===== config.mk =====
export PLATFORM = sky130hd
export DESIGN_NAME = pkg_write_controller
export DESIGN_NICKNAME = d
export VERILOG_FILES = /design/src/rtl/pkg_write_controller_pkg.sv /design/src/rtl/pkg_write_controller.sv
export SDC_FILE = /design/constraint.sdc
export NUM_CORES = 1
export LEC_CHECK = 0
export CAP_MARGIN = 20
export CORE_UTILIZATION = 66
export DETAILED_ROUTE_END_ITERATION = 16
export DONT_BUFFER_PORTS = 1
export HOLD_SLACK_MARGIN = 0.03
export PLACE_DENSITY_LB_ADDON = 0.1
export REMOVE_ABC_BUFFERS = 1
export SKIP_CTS_REPAIR_TIMING = 1
export SLEW_MARGIN = 20
export SYNTH_ARGS = -nofsm -noshare
export SYNTH_HDL_FRONTEND = slang
export SYNTH_SLANG_ARGS = --single-unit
export TNS_END_PERCENT = 10

===== constraint.sdc =====
create_clock -name clk -period 2.8 [get_ports clk]
set_clock_uncertainty 0.1 [all_clocks]
set_input_delay 0.14 -clock clk [delete_from_list [all_inputs] [get_ports clk]]
set_output_delay 0.14 -clock clk [all_outputs]
set_load 0.02 [all_outputs]

===== src/rtl/pkg_write_controller_pkg.sv =====
// Shared definitions for the linked-page packet buffer.
// Holds the write-controller FSM encoding, link-word field positions,
// page-size derivation and the link-word pack helper used by both the
// write and read sides.
package pkg_write_controller_pkg;

  typedef logic [2:0] wc_state_t;

  localparam wc_state_t S_IDLE   = 3'd0;
  localparam wc_state_t S_DATA   = 3'd1;
  localparam wc_state_t S_ALLOC  = 3'd2;
  localparam wc_state_t S_LINK   = 3'd3;
  localparam wc_state_t S_COMMIT = 3'd4;

  localparam int unsigned LINK_MAXW     = 64;
  localparam int unsigned LINK_NEXT_LSB = 0;

  function automatic int unsigned link_eop_bit(input int unsigned dw);
    return dw - 1;
  endfunction

  function automatic int unsigned link_count_lsb(input int unsigned pn);
    return pn;
  endfunction

  function automatic int unsigned page_words(input int unsigned aw, input int unsigned pn);
    return 32'd1 << (aw - pn);
  endfunction

  // Offset 0 of every page is the link word, the rest is payload.
  function automatic int unsigned payload_words(input int unsigned aw, input int unsigned pn);
    return page_words(aw, pn) - 1;
  endfunction

  // Returns a LINK_MAXW-wide word; callers size-cast to DATA_WIDTH.
  function automatic logic [LINK_MAXW-1:0] link_pack(
    input int unsigned          dw,
    input int unsigned          aw,
    input int unsigned          pn,
    input logic                 eop,
    input logic [LINK_MAXW-1:0] count,
    input logic [LINK_MAXW-1:0] nxt
  );
    logic [LINK_MAXW-1:0] w;
    logic [LINK_MAXW-1:0] nmask;
    logic [LINK_MAXW-1:0] cmask;
    nmask = (64'd1 << pn) - 64'd1;
    cmask = (64'd1 << (aw - pn)) - 64'd1;
    w = ((nxt & nmask) << LINK_NEXT_LSB) | ((count & cmask) << link_count_lsb(pn));
    if (eop) begin
      w = w | (64'd1 << link_eop_bit(dw));
    end
    return w;
  endfunction

endpackage


===== src/rtl/pkg_write_controller.sv =====
// Upstream write stage of the linked-page packet buffer.
// Accepts a valid/ready word stream, pops pages from the free table,
// writes payload and link words into the packet RAM and pushes the
// head page of each completed packet into the data table.
// Ports:
//   clk, rst_n                  clock, async active-low reset
//   in_valid/in_ready/in_data/in_last   input packet stream
//   free_table_read_req/_addr/_empty    free-page table pop interface
//   data_table_write_req/_addr          completed-packet push
//   ram_write_req/_addr/_data           packet RAM write port
//   busy                        controller not idle
import pkg_write_controller_pkg::*;

module pkg_write_controller #(
  parameter int unsigned ADDR_WIDTH        = 8,
  parameter int unsigned ADDR_PAGE_NUM_LOG = 4,
  parameter int unsigned DATA_WIDTH        = 16
) (
  input  logic                         clk,
  input  logic                         rst_n,
  input  logic                         in_valid,
  output logic                         in_ready,
  input  logic [DATA_WIDTH-1:0]        in_data,
  input  logic                         in_last,
  output logic                         free_table_read_req,
  input  logic [ADDR_PAGE_NUM_LOG-1:0] free_table_read_addr,
  input  logic                         free_table_empty,
  output logic                         data_table_write_req,
  output logic [ADDR_PAGE_NUM_LOG-1:0] data_table_write_addr,
  output logic                         ram_write_req,
  output logic [ADDR_WIDTH-1:0]        ram_write_addr,
  output logic [DATA_WIDTH-1:0]        ram_write_data,
  output logic                         busy
);

  localparam int unsigned OFFW = ADDR_WIDTH - ADDR_PAGE_NUM_LOG;
  localparam int unsigned P    = payload_words(ADDR_WIDTH, ADDR_PAGE_NUM_LOG);
  localparam logic [OFFW-1:0] OFF_LAST = OFFW'(P);
  localparam logic [OFFW-1:0] OFF_FIRST = OFFW'(1);

  wc_state_t                    state_q, state_d;
  logic [ADDR_PAGE_NUM_LOG-1:0] cur_page_q, cur_page_d;
  logic [ADDR_PAGE_NUM_LOG-1:0] head_page_q, head_page_d;
  logic [OFFW-1:0]              offset_q, offset_d;
  logic [OFFW-1:0]              count_w;

  always_comb begin
    state_d     = state_q;
    cur_page_d  = cur_page_q;
    head_page_d = head_page_q;
    offset_d    = offset_q;
    // offset wraps to 0 after a full page, so offset-1 yields P there.
    count_w     = offset_q - OFF_FIRST;

    in_ready              = 1'b0;
    free_table_read_req   = 1'b0;
    data_table_write_req  = 1'b0;
    data_table_write_addr = '0;
    ram_write_req         = 1'b0;
    ram_write_addr        = '0;
    ram_write_data        = '0;

    unique case (state_q)
      S_IDLE: begin
        // rst_n qualifies the pop so nothing leaks out while reset is held.
        if (rst_n && in_valid && !free_table_empty) begin
          free_table_read_req = 1'b1;
          cur_page_d          = free_table_read_addr;
          head_page_d         = free_table_read_addr;
          offset_d            = OFF_FIRST;
          state_d             = S_DATA;
        end
      end
      S_DATA: begin
        in_ready = 1'b1;
        if (in_valid) begin
          ram_write_req  = 1'b1;
          ram_write_addr = {cur_page_q, offset_q};
          ram_write_data = in_data;
          offset_d       = offset_q + OFF_FIRST;
          if (in_last) begin
            state_d = S_LINK;
          end else if (offset_q == OFF_LAST) begin
            state_d = S_ALLOC;
          end
        end
      end
      S_ALLOC: begin
        if (!free_table_empty) begin
          free_table_read_req = 1'b1;
          ram_write_req       = 1'b1;
          ram_write_addr      = {cur_page_q, {OFFW{1'b0}}};
          ram_write_data      = DATA_WIDTH'(link_pack(DATA_WIDTH, ADDR_WIDTH, ADDR_PAGE_NUM_LOG,
                                                      1'b0, '0, 64'(free_table_read_addr)));
          cur_page_d          = free_table_read_addr;
          offset_d            = OFF_FIRST;
          state_d             = S_DATA;
        end
      end
      S_LINK: begin
        ram_write_req  = 1'b1;
        ram_write_addr = {cur_page_q, {OFFW{1'b0}}};
        ram_write_data = DATA_WIDTH'(link_pack(DATA_WIDTH, ADDR_WIDTH, ADDR_PAGE_NUM_LOG,
                                               1'b1, 64'(count_w), 64'(cur_page_q)));
        state_d        = S_COMMIT;
      end
      S_COMMIT: begin
        data_table_write_req  = 1'b1;
        data_table_write_addr = head_page_q;
        state_d               = S_IDLE;
      end
      default: begin
        state_d = S_IDLE;
      end
    endcase
  end

  always_ff @(posedge clk or negedge rst_n) begin
    if (!rst_n) begin
      state_q     <= S_IDLE;
      cur_page_q  <= '0;
      head_page_q <= '0;
      offset_q    <= '0;
    end else begin
      state_q     <= state_d;
      cur_page_q  <= cur_page_d;
      head_page_q <= head_page_d;
      offset_q    <= offset_d;
    end
  end

  assign busy = (state_q != S_IDLE);

endmodule


# Word-level counts from Yosys, hierarchy flattened

Cells that the tools add are included.

Bits in registers: 15
Word-level logic and storage cells: 54
Bits of input ports: 25
Output and inout port bits: 33

Bitwise operators: 1
Muxes and demuxes: 27
Reduce and logical (&&, ||, !) cells: 11
Add/subtract/negate cells: 2
Eq/ne operators: 9

Operators by type and width:

| cell                  | number |
|---|---|
| $pmux W16 S3          | 1 |
| $mux W4               | 7 |
| $pmux W8 S3           | 1 |
| $mux W16              | 1 |
| $mux W8               | 2 |
| $mux W3               | 5 |
| $pmux W3 S4           | 1 |
| $pmux W4 S3           | 1 |
| $or A4 B8 Y8          | 1 |
| $pmux W4 S2           | 1 |
| $reduce_and A4 Y1     | 2 |
| $eq A3 B2 Y1 const B  | 2 |
| $ne A2 B2 Y1 const B  | 3 |
| $reduce_bool A3 Y1    | 2 |
| $mux W1               | 5 |
| $add A4 B1 Y4 const B | 1 |
| $eq A4 B4 Y1 const B  | 1 |
| $sub A4 B1 Y4 const B | 1 |
| $eq A3 B1 Y1 const B  | 1 |
| $eq A3 B3 Y1 const B  | 1 |
| $logic_not A3 Y1      | 1 |
| $ne A3 B3 Y1 const B  | 1 |
| $pmux W1 S3           | 1 |
| $reduce_and A3 Y1     | 1 |
| 5 further kinds       | 6 |

# Logic depth before layout (Yosys ltp)

Gate-level depths: netlist of the first run.

Depth in word-level cells: 5
Depth in mapped cells: 6
Mapped depth without buffers: 4

# Least setup slack after synthesis of the first run

No wires, ideal clock.

Kind: reg2reg
Start point: reg state_q[2]
End point: reg offset_q[3]
Setup time: 0.087 ns
Data arrival time: 1.650 ns
Cell stages (with the launch flop): 5
Clock period less this slack: 1.836 ns
Path slack: 0.964 ns
Buffers on the path: 1
Required time: 2.613 ns
Cells stage by stage: dfrtp_1 -> clkbuf_1 -> nor3b_1 -> o2111ai_1 -> o211ai_1

Longest elaborated chain between the ends: 3
Elaborated cells between the ends (all ways): 9
Those cells by class: eq/ne (5); mux (1); reduce/logical (3)

RTL lines:

| what                                                                | line                        | RTL |
|---|---|---|
| start, declared                                                     | pkg_write_controller.sv:41  | `wc_state_t state_q, state_d;` |
| start signal, assigned                                              | pkg_write_controller.sv:125 | `state_q <= state_d;` |
| $eq A3 B2 Y1, or another cell as far along                          | pkg_write_controller.sv:63  | `unique case (state_q)` |
| $ne A2 B2 Y1 (no line) / $reduce_bool A3 Y1 (equally long branches) | -                           |  |
| $reduce_and A4 Y1 (no line)                                         | -                           |  |
| end signal, assigned                                                | pkg_write_controller.sv:128 | `offset_q <= offset_d;` |
| end, declared                                                       | pkg_write_controller.sv:44  | `logic [OFFW-1:0] offset_q, offset_d;` |

Parallel ways exist; a longest one is shown, timed or not.
A chain may end at the register's enable or synchronous reset.

# Final worst setup path of the first run

Start point: reg state_q[2]
End point: out ram_write_data[2]

Longest elaborated chain between the ends: 2
Elaborated cells between the ends (all ways): 4
Those cells by class: eq/ne (3); mux (1)

RTL lines:

| what                                                | line                       | RTL |
|---|---|---|
| $eq A3 B2 Y1 / $eq A3 B1 Y1 (equally long branches) | pkg_write_controller.sv:63 |  |
| $pmux W16 S3 (*)                                    | pkg_write_controller.sv:63 |  |
| end, declared                                       | pkg_write_controller.sv:32 | `output logic [DATA_WIDTH-1:0] ram_write_data,` |

Every way passes the cells marked *; elsewhere a longest branch is shown, timed or not.

==> qor.yml, run 1 <==
routing:
  finalWirelength_microns: 2470
  vias: 918
  drt-wirelength-per-cell_microns: 18.4
  dr.pass1.iters: 5
  drc: 0
  drt-initial-drc-count: 39
  ant_nets: 0
  viasPerCell: 6.85
outcome:
  outcome: "finished, final reports clean"
floorplan:
  core_region_area_sq_um: 1380
  chipHeight_microns: 41.8
  die_area_sq_um: 1740
  start_util_pct: 75.5
  io_pins: 58
  die-width_microns: 41.8
  rows: 13
timing:
  report.final.slew_viol_count: 0
  worst_pin_slew_ns: 0.699
  fin_crit_ns: 2.18
  tns_ns: 0
  relSlewSlack_pct: 53.2
  layout_setup_ws_ns: 0.618
  rsz0062_at_grt: "no"
  hold_viol_final: 0
  clock.fmax_mhz: 458
  post-route-period-util_pct: 77.9
  setup_violations: 0
power:
  p_total_mw: 1.20
  seqPwrFrac_pct: 36.4
  p_int_mw: 0.620
  p_comb_share_pct: 53.0
  p_leak_nw: 0.537
  power_switching_mw: 0.581
  power_density_nw_per_um2: 1040
  pwr-share-clk_pct: 10.7
  p_sw_share_pct: 48.4
  irDropWorstVdd_uv: 733
grt:
  grt_pass1_vias: 754
  grt_max_degree: 19
  grt_overflow: 0
  grtUsageTotal_pct: 26.8
  antenna_found_initial: 0
  grt_pass1_wl_microns: 3570
placed_design:
  gp_congestion: 0.822
  pre_cts_ws_ns: 0.891
  portBuffers: 0
  dp_hpwl_microns: 1690
finish:
  antenna_cells: 0
  finalNetCount: 147
  drive_above_1_share_pct: 14.3
  nFillCells: 88
  syn_to_final_growth_pct: 10.3
  seq_area_sq_um: 375
  multi_input_area_sq_um: 611
clocking:
  cts.sinks: 15
  clock_path_buffers: 2
  clk_latency_ns: 0.29
  ctsRootBufferMaster: "clkbuf_4"
  h-tree-depth: 1
  cts_tree: "built"
  clk_pin_slew_worst_paths_ns: 0.10
  cts_buffers: 3
synthesis:
  synth-seq-cells: 15
  syn_inst: 113
  async_flop_share_pct: 100
  syn_area_sq_um: 1040
  ys.flop_type: "dfrtp_1"
  yosys-top-cells-area: "dfrtp_1, and2_1, mux2_4, mux2_1, a222oi_1"
  synth_enable_flop_cells: 0
  synth_seq_area_share_pct: 36.0
  yosysWarnings: 0
  synth_top_area_share_pct: 36.0
  ys_types: 34
  yosysTopAreaCell: "dfrtp_1"
  avgSynthCellArea_sq_um: 9.23
critical_path:
  worst_path_most_repeated_cell: "inv_1"
  cp_slowest_cell: "dfrtp_1"
  crit_type: "reg2out"
  startpoint_type: "flop"
  path_buf_inv: 2
  cp.arrival_ns: 1.94
  path_cells: "nand3b_1 > inv_1 > a222oi_1 > inv_1"
  end_kind: "output pin"
  crit_required_ns: 2.56
  cpPeakStageDelay_ns: 0.62
  worstPathMaxFanout: 15
  critPathTopFamily: "flip-flops"
run:
  cap_viol_max_count: 0
hold_path:
  hold_class: "in2reg"
final cells by class:
class                      count  share of cell area, %
tap                           15                   1.63
multi-input combinational     82                   53.0
sequential                    15                   32.6
timing repair buffer           9                   7.39
clock buffer                   3                   1.96
inverter                       9                   2.93
clock inverter                 1                  0.435
cell families after synthesis:
family          Yosys count  share of synthesized area [%]
xor+xnor                  2                           1.68
mux                       9                           11.2
compound gates           20                           12.9
simple gates             49                           29.7
fa+ha+maj                 2                           2.40
buf+inv                  16                           6.11
flops                    15                           36.0
path summary, 6_finish.rpt:
path                                    start                end  slack [ns]  depth (start not counted)
worst max-delay path               state_q[2]  ram_write_data[2]        0.62                          4
worst min-delay path                 in_valid        offset_q[3]       0.004                          2
worst max register to register     state_q[2]     head_page_q[1]        0.86                          3
worst min register to register  cur_page_q[0]      cur_page_q[0]        0.41                          1
max in group asynchronous               rst_n        offset_q[0]        1.93                          1
min in group asynchronous               rst_n      cur_page_q[2]        0.23                          1
synth_stat cells (2+ instances only):
cell type,number
dfrtp_1,15
and2_1,12
inv_1,9
nand2_1,8
o21ai_0,6
and3_1,5
nor2_1,5
a21oi_1,4
a222oi_1,4
clkbuf_1,4
mux2_1,4
mux2_4,4
nand3b_1,4
buf_2,3
ha_1,2
nand4_1,2
o211ai_1,2
or3_1,2
or3_4,2
xnor2_1,2
power by group through the flow:
stage	Combinational [mW]	Clock, mW	Sequential [mW]
after global routing	0.690	0.132	0.455
after floorplan	0.527	0	0.400
after detailed placement	0.617	0	0.437
final	0.636	0.128	0.437
after global placement	0.601	0	0.424
after CTS	0.620	0.128	0.432
routing by layer:
metal	wire length, microns	track usage (%)	vias to the layer above
met5	0	0	-
met4	40	11.6	0
met3	235	5.22	6
met2	1160	43.4	64
met1	1040	34.7	435
li1	-	-	413
through the flow:
step	area (sq um)	hold WS [ns]	utilization, %	cells
2_1_floorplan	1010	-0.256	-	106
3_3_place_gp	1050	-0.255	76.2	123
3_5_place_dp	1050	-0.255	76.2	123
6_report	1150	0.00440	83.3	134
5_1_grt	1150	0.0346	83.3	134
4_1_cts	1080	-0.574	78.2	127
flip-flops by register name, indices dropped and copies added (netlist names):
signal,cells
cur_page_q,4
head_page_q,4
offset_q,4
state_q,3
layout by cell type, fill, tap and decap left out, types with 3 or more instances in the layout:
cell,Yosys,final
clkbuf_4,0,3
and2_1,12,12
a222oi_1,4,4
mux2_4,4,4
mux2_1,4,4
nand3b_1,4,4
nand2_1,8,8
nor2_1,5,5
inv_1,9,9
o21ai_0,6,6
and3_1,5,5
dfrtp_1,15,15
a21oi_1,4,4
dlygate4sd3_1,0,7
(Power assumes the default switching activity.)
==> inputs of run 2 (changes only) <==
ABC_AREA = 1   (was unset)
CORE_UTILIZATION = 55   (was 66)
clock period = 1.98 ns   (was 2.8 ns; I/O delays follow)
==> run 2 against run 1 <==
- area after synthesis grew 1.6%
- hold slack worse by 0.0022 ns
- flip-flop and latch count did not move
- non-clock buffer count is 10 higher
- via count is 20% higher
- largest cell class unchanged
==> qor.yml, run 2 <==
timing:
  fin_crit_ns: 1.89
  worst_pin_slew_ns: 0.709  # +0.00954 ns
  layout_setup_ws_ns: 0.0936  # -0.524 ns
  hold_viol_final: 0  # unchanged
  rsz0062_at_grt: "yes"
  post-route-period-util_pct: 95.3
  clock.fmax_mhz: 530
  relSlewSlack_pct: 52.6  # -0.64 points
  setup_violations: 0  # unchanged
  report.final.slew_viol_count: 0  # unchanged
  tns_ns: 0  # unchanged
clocking:
  h-tree-depth: 1  # unchanged
  cts_tree: "built"
  clock_path_buffers: 2  # unchanged
  clk_pin_slew_worst_paths_ns: 0.09  # about the same
  cts_buffers: 3  # unchanged
  clk_latency_ns: 0.29  # about the same
  ctsRootBufferMaster: "clkbuf_4"
  cts.sinks: 15  # unchanged
finish:
  syn_to_final_growth_pct: 21.8
  antenna_cells: 0  # unchanged
  final_cell_mix: "nand2_1, inv_1, nor2_1"
  layout_commonest_cell: "nand2_1"
  reg_top3: "cur_page_q x4, head_page_q x4, offset_q x4"
  nFillCells: 154  # +75%
  drive_above_1_share_pct: 17.2  # +2.9 points
  finalNetCount: 208  # +41%
synthesis:
  ys_types: 22  # -35%
  yosysWarnings: 0  # unchanged
  yosysTopAreaCell: "dfrtp_1"
  syn_inst: 158  # +40%
  yosysMostFrequentCell: "nand2_1"
  async_flop_share_pct: 100  # unchanged
  syn_area_sq_um: 1060  # +1.6%
  synth-seq-cells: 15  # unchanged
  synthTopCellsByCount: "nand2_1, inv_1, nor2_1"
  ys.flop_type: "dfrtp_1"
  avgSynthCellArea_sq_um: 6.71  # -27%
  yosys-top-cells-area: "dfrtp_1, nand2_1, inv_1, nor2_1, o21ai_0"
  synth_seq_area_share_pct: 35.4  # -0.55 points
  synth_enable_flop_cells: 0  # unchanged
  synth_top_area_share_pct: 35.4  # -0.55 points
grt:
  grt_overflow: 0  # unchanged
  grt_pass1_wl_microns: 3490  # -2.1%
  grtUsageTotal_pct: 23.5  # -3.3 points
  grt_max_degree: 17  # -2
  grt_pass1_vias: 899  # +19%
  antenna_found_initial: 0  # unchanged
power:
  seqPwrFrac_pct: 27.8  # -8.6 points
  power_density_nw_per_um2: 1530  # +46%
  p_leak_nw: 0.662  # +23%
  p_sw_share_pct: 55.7  # +7.3 points
  p_comb_share_pct: 62.9  # +9.9 points
  irDropWorstVdd_uv: 1000  # +37%
  power_switching_mw: 1.10  # +89%
  pwr-share-clk_pct: 9.3  # -1.4 points
  p_int_mw: 0.874  # +41%
critical_path:
  path_cells: "inv_2 > nand4_1 > o221ai_1"
  cp.arrival_ns: 1.69  # -0.25 ns
  startpoint_type: "flop"
  cp_slowest_cell: "o221ai_1"
  crit_type: "reg2out"
  end_kind: "output pin"
  worstPathMaxFanout: 6  # -9
  reg2reg_depth: 5  # +2
  crit_required_ns: 1.78  # -0.78 ns
  cpPeakStageDelay_ns: 0.54  # -0.08 ns
routing:
  finalWirelength_microns: 2680  # +8.8%
  vias: 1100  # +20%
  viasPerCell: 5.37  # -22%
  dr.pass1.iters: 4  # -1
  drt-initial-drc-count: 18  # -54%
  ant_nets: 0  # unchanged
  drc: 0  # unchanged
  drt-wirelength-per-cell_microns: 13.1  # -29%
hold_path:
  hold_class: "in2reg"
  holdPathStages: 4  # +2
placed_design:
  gp_congestion: 0.771  # -6.2%
  portBuffers: 0  # unchanged
  dp_hpwl_microns: 1950  # +15%
  pre_cts_ws_ns: 0.283  # -0.608 ns
floorplan:
  core_region_area_sq_um: 1760  # +28%
  rows: 15  # +2
  die-width_microns: 45.9  # +9.9%
  start_util_pct: 60.1  # -15 points
  die_area_sq_um: 2110  # +21%
  io_pins: 58  # unchanged
  chipHeight_microns: 45.9  # +9.9%
outcome:
  outcome: "finished, final reports clean"
run:
  cap_viol_max_count: 0  # unchanged
run 2: cell count changes after synthesis, sizes merged, moves of 5 or more:
| cell | previous run | this run |
|---|---|---|
| nand2 | 8 | 42 |
| inv | 9 | 28 |
| mux2 | 9 | 0 |
| nand3 | 1 | 7 |
| o21ai | 7 | 16 |
| nor2 | 6 | 29 |
| and2 | 12 | 0 |
| and3 | 5 | 0 |
run 2: cells by family after synthesis:
| kind of cell | share of synthesized area (%) |
|---|---|
| compound gates | 12.0 |
| xor+xnor | 2.48 |
| fa+ha+maj | 2.36 |
| buf+inv | 11.1 |
| flops | 35.4 |
| simple gates | 36.6 |
run 2: worst paths after layout:
path                                     start           endpoint  slack (ns)
worst max-delay path                state_q[2]  ram_write_data[0]        0.09
worst min-delay path                   in_last         state_q[1]       0.002
worst max register to register      state_q[2]      cur_page_q[2]        0.43
worst min register to register  head_page_q[2]     head_page_q[2]        0.40
max in group asynchronous                rst_n        offset_q[0]        1.14
min in group asynchronous                rst_n     head_page_q[3]        0.19
run 2: power groups by stage:
| stage | sequential (mW) | clock, mW | combinational, mW |
|---|---|---|---|
| 6_report | 0.548 | 0.183 | 1.24 |
| 3_3_place_gp | 0.543 | 0 | 1.13 |
| 3_5_place_dp | 0.553 | 0 | 1.16 |
| 5_1_grt | 0.564 | 0.198 | 1.37 |
| 4_1_cts | 0.547 | 0.184 | 1.16 |
| 2_1_floorplan | 0.525 | 0 | 0.944 |
run 2: area by class of cell:
| cell class | instances | area [sq um] | share of cell area (%) |
|---|---|---|---|
| repair buffers | 19 | 160 | 12.4 |
| clock buffers | 4 | 26.3 | 2.03 |
| multi-input cells | 114 | 593 | 45.9 |
| flip-flops and latches | 15 | 375 | 29.1 |
| well taps | 25 | 31.3 | 2.42 |
| inverters | 28 | 105 | 8.14 |
run 2: stage by stage:
step	hold slack [ns]	power (mW)	cell area, sq um	cells	utilization (%)
floorplan	-0.297	1.47	1050	156	-
global placement	-0.296	1.67	1170	193	66.2
detailed placement	-0.296	1.71	1170	193	66.2
global route	0.0619	2.13	1290	205	73.2
CTS	-0.617	1.89	1190	197	67.7
finish	0.00216	1.97	1290	205	73.2
run 2: layer usage:
| layer | global-route usage [%] | part of all wire (%) | vias to the layer above |
|---|---|---|---|
| met5 | 0 | 0 | - |
| met1 | 24.3 | 38 | 496 |
| li1 | - | - | 545 |
| met2 | 42.0 | 53 | 51 |
| met4 | 8.24 | 1.9 | 0 |
| met3 | 9.92 | 7.4 | 8 |
run 2: worst max-delay path: cells and delay by family, from the launching register on:
kind	cells	cell delay, ns
AOI/OAI and AO/OA	1	0.54
DFF	1	0.45
and+or+nand+nor	1	0.28
buffers and inverters	1	0.13
==> inputs of run 3 (changes only) <==
GPL_ROUTABILITY_DRIVEN = 1   (was unset)
PLACE_DENSITY = 0.73   (was unset)
PLACE_DENSITY_LB_ADDON = unset   (was 0.1)
==> run 3 against run 2 <==
- total power decreased by 0.58%
- utilization increased by 0.14 points
- hold slack improved by 0.014 ns
- largest power group unchanged
- die area unchanged
- sequential share of layout area decreased by 0.056 points
- non-clock buffer count increased by 1
- first-iteration DRC count increased by 44%
- critical path depth unchanged
- count of clock-buffer cells in the layout unchanged
- register-to-register slack about the same
- maximum frequency decreased by 0.11%
- highest routed layer unchanged
==> qor.yml, run 3 (same netlist as run 2, synthesis figures left out) <==
outcome:
  outcome: "finished, final reports clean"
critical_path:
  crit-reg2reg-launch: "state_q[2]"
  crit_type: "reg2out"
  cp.arrival_ns: 1.69  # about the same
  worstPathMaxFanout: 6  # unchanged
  critPathTopFamily: "compound AO/OA/AOI/OAI gates"
  r2r_slack_ns: 0.43  # about the same
  cpPeakStageDelay_ns: 0.53  # about the same
  reg2reg_depth: 6  # +1
  end_kind: "output pin"
  path_cells: "inv_2 > nand4_1 > o221ai_1"
  startpoint_type: "flop"
  path_buf_inv: 1  # unchanged
  cp_slowest_cell: "o221ai_1"
  reg2reg_to: "state_q[1]"
  crit_required_ns: 1.78  # about the same
floorplan:
  io_pins: 58  # unchanged
  rows: 15  # unchanged
  die_area_sq_um: 2110  # unchanged
  start_util_pct: 60.1  # unchanged
  chipHeight_microns: 45.9  # unchanged
  core_region_area_sq_um: 1760  # unchanged
  die-width_microns: 45.9  # unchanged
placed_design:
  gp_congestion: 0.857  # +11%
  place_inst: 194  # +0.52%
  pre_cts_ws_ns: 0.308  # +0.0248 ns
  dp_hpwl_microns: 1950  # about the same
  portBuffers: 0  # unchanged
routing:
  drt-initial-drc-count: 26  # +8
  vias: 1105  # +0.45%
  dr.pass1.iters: 4  # unchanged
  ant_nets: 0  # unchanged
  drc: 0  # unchanged
  finalWirelength_microns: 2590  # -3.6%
  viasPerCell: 5.36  # about the same
  drt-wirelength-per-cell_microns: 12.6  # -4.1%
power:
  p_total_mw: 1.96  # -0.58%
  irDropWorstVdd_uv: 1140  # +14%
  power_density_nw_per_um2: 1520  # -0.77%
  p_leak_nw: 0.666  # +0.70%
clocking:
  cts_tree: "built"
  clk_latency_ns: 0.29  # about the same
  cts.sinks: 15  # unchanged
  clock_path_buffers: 2  # unchanged
  clk_pin_slew_worst_paths_ns: 0.09  # about the same
  ctsRootBufferMaster: "clkbuf_4"
  cts_buffers: 3  # unchanged
  h-tree-depth: 1  # unchanged
timing:
  post-route-period-util_pct: 95.4  # +0.10 points
  layout_setup_ws_ns: 0.0916  # -0.00203 ns
  rsz0062_at_grt: "yes"
  worst_pin_slew_ns: 0.686  # -0.0226 ns
  setup_violations: 0  # unchanged
  report.final.slew_viol_count: 0  # unchanged
  holdWs_ns: 0.0159  # +0.0137 ns
  hold_viol_final: 0  # unchanged
  clock.fmax_mhz: 530  # -0.11%
  fin_crit_ns: 1.89  # +0.00203 ns
  relSlewSlack_pct: 54.1  # +1.5 points
  tns_ns: 0  # unchanged
grt:
  antenna_found_initial: 0  # unchanged
  grtUsageTotal_pct: 24.8  # +1.3 points
  grt_overflow: 0  # unchanged
  grt_pass1_wl_microns: 3750  # +7.5%
  grt_max_degree: 17  # unchanged
  grt_pass1_vias: 887  # -1.3%
finish:
  antenna_cells: 0  # unchanged
  finalNetCount: 209  # +0.48%
  layout_commonest_cell: "nand2_1"
  drive_above_1_share_pct: 17.7  # +0.46 points
  layout.cells.non_filler: 206  # +0.49%
  final_cell_mix: "nand2_1, inv_1, nor2_1"
  reg_top3: "cur_page_q x4, head_page_q x4, offset_q x4"
  syn_to_final_growth_pct: 22.1
hold_path:
  hold_class: "in2reg"
  hp-start: "in_last"
  hold_end: "state_q[1]"
  holdPathStages: 4  # unchanged
run:
  cap_viol_max_count: 0  # unchanged
[run 3: cell count changes in the layout (fill, tap and decap cells not counted)]
cell / change
nor2_2: +1
buf_4: +1
nor2_4: -1
[run 3: cell type report]
cell class | count | area [sq um]
Inverter | 28 | 105
Fill cell | 157 | 470
Multi-Input combinational cell | 114 | 588
Timing Repair Buffer | 20 | 168
Clock buffer | 4 | 26.3
Tap cell | 25 | 31.3
Sequential cell | 15 | 375
[run 3: how the worst max path moves through the flow]
stage                     cells after the start  slack, ns                        to  startpoint
final                                         3       0.09         ram_write_data[0]  state_q[2]
after global routing                          3      -0.03         ram_write_data[2]  state_q[2]
after CTS                                     6      -0.02         ram_write_addr[4]  state_q[0]
after detailed placement                      6       0.31         ram_write_addr[4]  state_q[0]
after global placement                        6       0.39         ram_write_addr[4]  state_q[0]
after floorplan                               5       0.26  data_table_write_addr[0]  state_q[1]
[run 3: layer usage]
metal	GRT usage [%]	share of wire [%]	up-vias
met5	0	0	-
li1	-	-	542
met1	29.5	40	516
met2	43.9	51	43
met3	4.37	7.8	4
met4	8.82	0.97	0
[run 3: per-stage QoR]
step | cell area (sq um) | util (%)
final | 1290 | 73.3
after global routing | 1290 | 73.3
after CTS | 1200 | 68.2
after detailed placement | 1180 | 66.7
after global placement | 1180 | 66.7
after floorplan | 1050 | -
[run 3: worst min-delay path: stages]
cell and delay, ns:
inv_1 0.03, nand3_1 0.09, nand4_1 0.10, nand2_1 0.05
[run 3: where the power goes]
part | leakage (nW) | internal (mW) | switching [mW]
Combinational | 0.464 | 0.359 | 0.874
Sequential | 0.188 | 0.441 | 0.103
Clock | 0.0150 | 0.0783 | 0.106
